[src/rtl/gen_rr_arbiter.sv]
// Round-robin arbiter with hold-limit preemption and a one-cycle PREEMPT gap.
// Optional per-requester starvation flag when GEN_ARB_STARVE_EN is defined.
module gen_rr_arbiter #(
    parameter int unsigned NREQ       = 2,
    parameter int unsigned MAX_HOLD   = 4,
    parameter int unsigned STARVE_LIM = 8
) (
    input  logic                    clk,
    input  logic                    rst,
    input  logic [NREQ-1:0]         req,
    output logic [NREQ-1:0]         gnt,
    output logic                    gnt_valid,
    output logic [$clog2(NREQ)-1:0] gnt_idx
`ifdef GEN_ARB_STARVE_EN
    ,
    output logic                    starve
`endif
);

    localparam int unsigned IDX_W  = $clog2(NREQ);
    localparam int unsigned HOLD_W = (MAX_HOLD < 1) ? 1 : $clog2(MAX_HOLD + 1);

    typedef enum logic [1:0] {
        S_IDLE    = 2'd0,
        S_GRANT   = 2'd1,
        S_PREEMPT = 2'd2
    } state_t;

    state_t            r_state;
    logic [IDX_W-1:0]  r_last;
    logic [HOLD_W-1:0] r_hold;

    logic [IDX_W-1:0]  w_base;
    logic [IDX_W-1:0]  w_win_idx;
    logic              w_win_found;
    logic              w_others;
    logic              w_hold_hit;
    logic [NREQ-1:0]   w_win_onehot;

    // Search begins one past the base so the base requester is considered last.
    always_comb begin
        w_base      = (r_state == S_GRANT) ? gnt_idx : r_last;
        w_win_found = 1'b0;
        w_win_idx   = '0;
        for (int unsigned i = 1; i <= NREQ; i++) begin
            logic [IDX_W-1:0] cand;
            cand = IDX_W'((32'(w_base) + i) % NREQ);
            if (!w_win_found && req[cand]) begin
                w_win_found = 1'b1;
                w_win_idx   = cand;
            end
        end
        w_win_onehot = {{(NREQ-1){1'b0}}, 1'b1} << w_win_idx;
        w_others     = |(req & ~gnt);
        w_hold_hit   = (MAX_HOLD != 0) && (r_hold == HOLD_W'(MAX_HOLD));
    end

    always_ff @(posedge clk) begin
        if (rst) begin
            r_state   <= S_IDLE;
            r_last    <= IDX_W'(NREQ - 1);
            r_hold    <= '0;
            gnt       <= '0;
            gnt_valid <= 1'b0;
            gnt_idx   <= '0;
        end else begin
            case (r_state)
                S_IDLE, S_PREEMPT: begin
                    if (w_win_found) begin
                        r_state   <= S_GRANT;
                        r_hold    <= HOLD_W'(1);
                        gnt       <= w_win_onehot;
                        gnt_valid <= 1'b1;
                        gnt_idx   <= w_win_idx;
                    end else begin
                        r_state   <= S_IDLE;
                        r_hold    <= '0;
                        gnt       <= '0;
                        gnt_valid <= 1'b0;
                        gnt_idx   <= '0;
                    end
                end
                S_GRANT: begin
                    if (!req[gnt_idx]) begin
                        // Voluntary release wins over a simultaneous hold-limit hit.
                        r_last <= gnt_idx;
                        if (w_win_found) begin
                            r_hold    <= HOLD_W'(1);
                            gnt       <= w_win_onehot;
                            gnt_valid <= 1'b1;
                            gnt_idx   <= w_win_idx;
                        end else begin
                            r_state   <= S_IDLE;
                            r_hold    <= '0;
                            gnt       <= '0;
                            gnt_valid <= 1'b0;
                            gnt_idx   <= '0;
                        end
                    end else if (w_hold_hit && w_others) begin
                        r_last    <= gnt_idx;
                        r_state   <= S_PREEMPT;
                        r_hold    <= '0;
                        gnt       <= '0;
                        gnt_valid <= 1'b0;
                        gnt_idx   <= '0;
                    end else if ((MAX_HOLD != 0) && (r_hold < HOLD_W'(MAX_HOLD))) begin
                        r_hold <= r_hold + HOLD_W'(1);
                    end
                end
                default: begin
                    r_state   <= S_IDLE;
                    r_hold    <= '0;
                    gnt       <= '0;
                    gnt_valid <= 1'b0;
                    gnt_idx   <= '0;
                end
            endcase
        end
    end

`ifdef GEN_ARB_STARVE_EN
    localparam int unsigned WAIT_W = (STARVE_LIM < 1) ? 1 : $clog2(STARVE_LIM + 1);

    logic [WAIT_W-1:0] r_wait     [NREQ];
    logic [WAIT_W-1:0] w_wait_nxt [NREQ];
    logic              w_starve_nxt;

    // Wait counters track cycles spent requesting without ownership.
    always_comb begin
        w_starve_nxt = 1'b0;
        for (int unsigned i = 0; i < NREQ; i++) begin
            if (req[i] && !gnt[i]) begin
                w_wait_nxt[i] = (r_wait[i] == WAIT_W'(STARVE_LIM)) ? r_wait[i]
                                                                   : r_wait[i] + WAIT_W'(1);
            end else begin
                w_wait_nxt[i] = '0;
            end
            if (w_wait_nxt[i] == WAIT_W'(STARVE_LIM)) begin
                w_starve_nxt = 1'b1;
            end
        end
    end

    always_ff @(posedge clk) begin
        if (rst) begin
            for (int unsigned i = 0; i < NREQ; i++) begin
                r_wait[i] <= '0;
            end
            starve <= 1'b0;
        end else begin
            for (int unsigned i = 0; i < NREQ; i++) begin
                r_wait[i] <= w_wait_nxt[i];
            end
            starve <= w_starve_nxt;
        end
    end
`endif

endmodule

[config.mk]
export PLATFORM = sky130hd
export DESIGN_NAME = gen_rr_arbiter
export DESIGN_NICKNAME = d
export VERILOG_FILES = /design/src/rtl/gen_rr_arbiter.sv
export SDC_FILE = /design/constraint.sdc
export NUM_CORES = 1
export LEC_CHECK = 0
export BUFFER_PORTS_ARGS = -buffer_cell sky130_fd_sc_hd__buf_2
export CAP_MARGIN = 20
export CELL_PAD_IN_SITES_DETAIL_PLACEMENT = 0
export CELL_PAD_IN_SITES_GLOBAL_PLACEMENT = 1
export CORE_UTILIZATION = 39
export DETAILED_ROUTE_END_ITERATION = 10
export GPL_ROUTABILITY_DRIVEN = 1
export PLACE_DENSITY = 0.75
export SETUP_SLACK_MARGIN = 0.3
export SLEW_MARGIN = 0
export SYNTH_ARGS = -nofsm -noshare
export SYNTH_HDL_FRONTEND = slang
export SYNTH_SLANG_ARGS = --single-unit
[constraint.sdc]
create_clock -name clk -period 2.16 [get_ports clk]
set_clock_uncertainty 0.2 [all_clocks]
set_input_delay 0.324 -clock clk [delete_from_list [all_inputs] [get_ports clk]]
set_output_delay 0.324 -clock clk [all_outputs]
set_load 0.01 [all_outputs]
# ---- After elaboration in Yosys (flattened, before gate mapping)
# Index checks and enable logic that the tools add are counted.
dict set report totals {
  ff_bits 10
  input_bits 4
  output_inout_bits 4
  elab_cells 65
}
dict set report classes {
  add_sub_neg 3
  magnitude_cmp 4
  eq_ne 7
  n_shift 1
  muxes 34
  n_bitwise 2
  reduce_logical 8
}
# op count
set op_table {}
lappend op_table {{$mux W1} 20}
lappend op_table {{$mux W2} 6}
lappend op_table {{$mux W3} 3}
lappend op_table {{$pmux W2 S2} 2}
lappend op_table {{$lt A1 B2 Y1 const B} 3}
lappend op_table {{$ne A3 B2 Y1 const B} 2}
lappend op_table {{$pmux W3 S2} 1}
lappend op_table {{$ne A4 B2 Y1 const B} 1}
lappend op_table {{$pmux W1 S2} 2}
lappend op_table {{$reduce_and A2 Y1} 2}
lappend op_table {{$reduce_or A2 Y1} 2}
lappend op_table {{$add A3 B1 Y3 const B} 1}
lappend op_table {{$eq A3 B3 Y1 const B} 1}
lappend op_table {{$lt A3 B3 Y1 const B} 1}
lappend op_table {{$add A1 B1 Y1 const B} 2}
lappend op_table {{$and A2 B2 Y2} 1}
lappend op_table {{$eq A2 B1 Y1 const B} 1}
lappend op_table {{$eq A2 B2 Y1 const B} 1}
lappend op_table {{$logic_and A1 B1 Y1} 2}
lappend op_table {{$logic_not A2 Y1} 1}
lappend op_table {{$ne A2 B1 Y1 const B} 1}
lappend op_table {{$not A2 Y2} 1}
lappend op_table {{$shl A1 B1 Y2 const A} 1}
lappend op_table {{$logic_not A1 Y1} 1}

# ---- Logic depth before layout (Yosys ltp)
dict set report logic_depth {
  ltp_word 13
  mapped_depth 5
  mapped_depth_nobuf 5
}

# ---- Worst setup path before layout
# No wires, ideal clock.
dict set report synth_timing {
  kind {reg2reg}
  from {reg gnt_idx}
  to {reg r_hold[0]}
  setup_time_ns 0.086
  arrival_ns 1.308
  t_required_ns 1.874
  path_slack_ns 0.566
  stages_incl_launch_ff 5
  path_buffers 0
  period_less_slack_ns 1.594
  path_cell_list {dfxtp_1 mux2_4 o21ai_0 o21ai_0 a221oi_2}
}
dict set report synth_between {
  elab_chain_len 11
  word_cells_on_any_way 17
  classes_between {add/sub: 2; eq/ne: 1; mux: 12; reduce/logical: 2}
}
# item line
set synth_lines {}
lappend synth_lines {{start: declaration} 13} ;# output logic [$clog2(NREQ)-1:0] gnt_idx
lappend synth_lines {{start signal: assignment} 74} ;# gnt_idx <= w_win_idx;
lappend synth_lines {{start signal: assignment} 91} ;# gnt_idx <= w_win_idx;
lappend synth_lines {{$mux W1} 42} ;# w_base = (r_state == S_GRANT) ? gnt_idx : r_last;
lappend synth_lines {{$add A1 B1 Y1} 47} ;# cand = IDX_W'((32'(w_base) + i) % NREQ);
lappend synth_lines {{$mux W1 (not written as such) (2 in a row)} 48} ;# if (!w_win_found && req[cand]) begin
lappend synth_lines {{$mux W1} 48}
lappend synth_lines {{$logic_not A1 Y1} 48}
lappend synth_lines {{$logic_and A1 B1 Y1} 48}
lappend synth_lines {{$mux W1} 48}
lappend synth_lines {{$mux W1} {69, 87}}
lappend synth_lines {{$mux W3} 84} ;# if (!req[gnt_idx]) begin
lappend synth_lines {{$pmux W3 S2} 67} ;# case (r_state)
lappend synth_lines {{end signal: assignment} 107} ;# r_hold <= r_hold + HOLD_W'(1);
lappend synth_lines {{end: declaration} 31} ;# logic [HOLD_W-1:0] r_hold;
# Parallel ways exist; a longest one is shown, timed or not. The select of a mux whose other input is x is not followed.
# A chain may end at the register's enable or synchronous reset.

# ---- Worst setup path after layout
# Ends and elaborated chain as after synthesis.

==> results.py <==
metrics = {
    "cells_and_area": {
        "stdcell_area_um2": 579,
        "drive_above_1_share_pct": 25.8,
        "layout-area-overhead-vs-synth_pct": 13.2,
        "fillers": 108,
        "mostFrequentLayoutCell": "dfxtp_1",
        "fin_cells": 80,
        "layout.nets": 73,
        "antenna_cells": 0,
        "final_cell_mix": "dfxtp_1, buf_2, nor2_1, a21oi_1",
    },
    "worst_hold_path": {
        "hold_class": "in -> reg",
    },
    "sta": {
        "hold_viol_final": 0,
        "period_minus_slack_ns": 1.73,
        "setup_violations": 0,
        "fin_ws_ns": 0.426,
        "relSlewSlack_pct": 72.5,
        "setup_tns_ns": 0,
        "tightest_slew_ns": 0.409,
        "max_freq_mhz": 577,
        "drv_slew": 0,
        "min_period_over_period_pct": 80.3,
        "rsz0062_at_grt": "false",
    },
    "clock_network": {
        "root_buffer": "clkbuf_4",
        "cts_buffers": 3,
        "worstSkewPairLatency_ns": 0.26,
        "post_cts_resized": 0,
        "holdBufCountCts": 0,
        "cts.sinks": 9,
        "clkTransAtPathRegs_ns": 0.07,
        "post_cts_buffers": 0,
        "cts_tree": "yes",
        "clock_path_buffers": 2,
        "htreeDepth": 1,
    },
    "grt": {
        "grt_pass1_wl_mm": 1.71,
        "grt_use_total_pct": 16.6,
        "grt_max_degree": 10,
        "antenna_found_initial": 0,
        "overflow": 0,
        "grt_pass1_vias": 386,
    },
    "pwr": {
        "pwr-share-comb_pct": 17.3,
        "internal_power_uw": 277,
        "clockPowerShare_pct": 34.5,
        "power_switching_uw": 108,
        "p_sw_share_pct": 27.9,
        "power.density_nw_per_um2": 665,
        "irDropWorstVdd_mv": 0.503,
        "p_leak_nw": 0.239,
        "seqPwrFrac_pct": 48.3,
    },
    "die": {
        "core_area_um2": 1160,
        "floorplan.rows": 12,
        "die_y_um": 38.2,
        "num_io_pins": 8,
        "start_util_pct": 44.3,
        "die_x_um": 38.2,
        "die_area_um2": 1460,
    },
    "placed_design": {
        "gp_congestion": 0.769,
        "hpwl_um": 698,
        "placed_cells": 76,
        "port_buffers": 7,
        "placed_area_um2": 553,
        "pre_cts_ws_ns": 0.508,
    },
    "yosys": {
        "syn-num-nets": 63,
        "synth_cell_types": 27,
        "syn_area_per_cell_um2": 8.98,
        "yosysTopAreaCellShare_pct": 35.2,
        "netlist_instances": 57,
        "syn_area_um2": 512,
        "yosysWarnings": 0,
        "ys_seq_elements": 9,
        "yosys-top-cells-area": "dfxtp_1, a21oi_1, ha_1",
        "yosysSeqAreaShare_pct": 35.2,
        "synth_top_cell_by_area": "dfxtp_1",
    },
    "setup_path": {
        "r2r_slack_ns": 0.43,
        "critical_path_arrival_ns": 1.72,
        "endpoint_kind": "register",
        "critPathRequiredTime_ns": 2.15,
        "crit_path_start_kind": "register",
        "critical_path.max_fanout": 8,
        "path_class": "reg -> reg",
    },
    "route": {
        "firstDrtPassIters": 4,
        "wire_per_inst_um": 12.7,
        "wirelength_mm": 1.01,
        "viasPerCell": 5.41,
        "ant_nets": 0,
        "drc": 0,
        "dr_total_vias": 433,
        "drt_iter0_markers": 8,
    },
    "status": {
        "outcome": "finished clean",
    },
    "run": {
        "maxCapViolations": 0,
    },
}
## power by group through the flow
stage	sequential [mW]	clock, mW	combinational (mW)
detailed placement	0.189	0	0.0658
global route	0.187	0.138	0.0744
finish	0.186	0.133	0.0666
CTS	0.186	0.133	0.0667
global placement	0.190	0	0.0661
floorplan	0.190	0	0.0486
## cells by family (layout without fill, tap and decap cells)
logic type | Yosys count | count (layout) | share of synthesized area, %
simple gates | 22 | 22 | 26.2
compound gates | 17 | 17 | 25.7
flops | 9 | 9 | 35.2
buf+inv | 6 | 15 | 5.13
fa+ha+maj | 2 | 2 | 4.89
mux | 1 | 1 | 2.93
## synth_stat cells
cell type / n
dfxtp_1: 9
nor2_1: 6
a21oi_1: 5
inv_1: 4
nand3_1: 4
o21ai_0: 4
nor3_1: 3
ha_1: 2
nor2b_1: 2
a211oi_1: 1
a221oi_2: 1
a32oi_1: 1
and2b_1: 1
and2b_2: 1
buf_1: 1
buf_4: 1
mux2_4: 1
nand2_1: 1
nand2b_1: 1
nor3b_4: 1
o211a_1: 1
o211ai_4: 1
o21ai_2: 1
o22ai_1: 1
o311ai_0: 1
or2b_1: 1
or2b_4: 1
## flip-flops by register name, summed over array words and instances (netlist names)
signal,flops
r_hold,3
r_state,2
gnt,1
gnt_idx,1
gnt_valid,1
r_last,1
## critical path, cell delays in order, from the launching register on
cell	delay, ns
dfxtp_1	0.46
mux2_4	0.35
o21ai_0	0.17
o21ai_0	0.20
a221oi_2	0.27
## per-layer routing
metal  vias up  GRT usage (%)  routed length, µm
met3         0           1.74                 41
met1       191           23.2                514
met2        17           26.7                456
li1        225              -                  -
met4         0           5.36                  0
met5         -              0                  0
## through the flow
stage | power [mW] | hold WS (ns) | util (%)
6_report | 0.385 | 0.127 | 50.1
5_1_grt | 0.400 | 0.130 | 50.1
4_1_cts | 0.386 | 0.123 | 50.1
3_5_place_dp | 0.255 | 0.263 | 47.8
3_3_place_gp | 0.256 | 0.271 | 47.8
2_1_floorplan | 0.238 | 0.258 | -
## cell type report
cell class                 instances  area, µm²  area share, %
tap                               14       17.5           3.02
sequential                         9        180           31.1
clock buffer                       4       26.3           4.54
multi-input combinational         42        305           52.7
inverter                           4       15.0           2.59
timing repair buffer               7       35.0           6.05
## path summary, 6_finish.rpt
path	depth (start not counted)	from	to
worst min-delay path	2	rst	r_hold[0]
worst max register to register	4	gnt_idx	r_hold[0]
worst min register to register	2	gnt_valid	gnt_valid
worst max-delay path	4	gnt_idx	r_hold[0]
(Power assumes the default switching activity.)
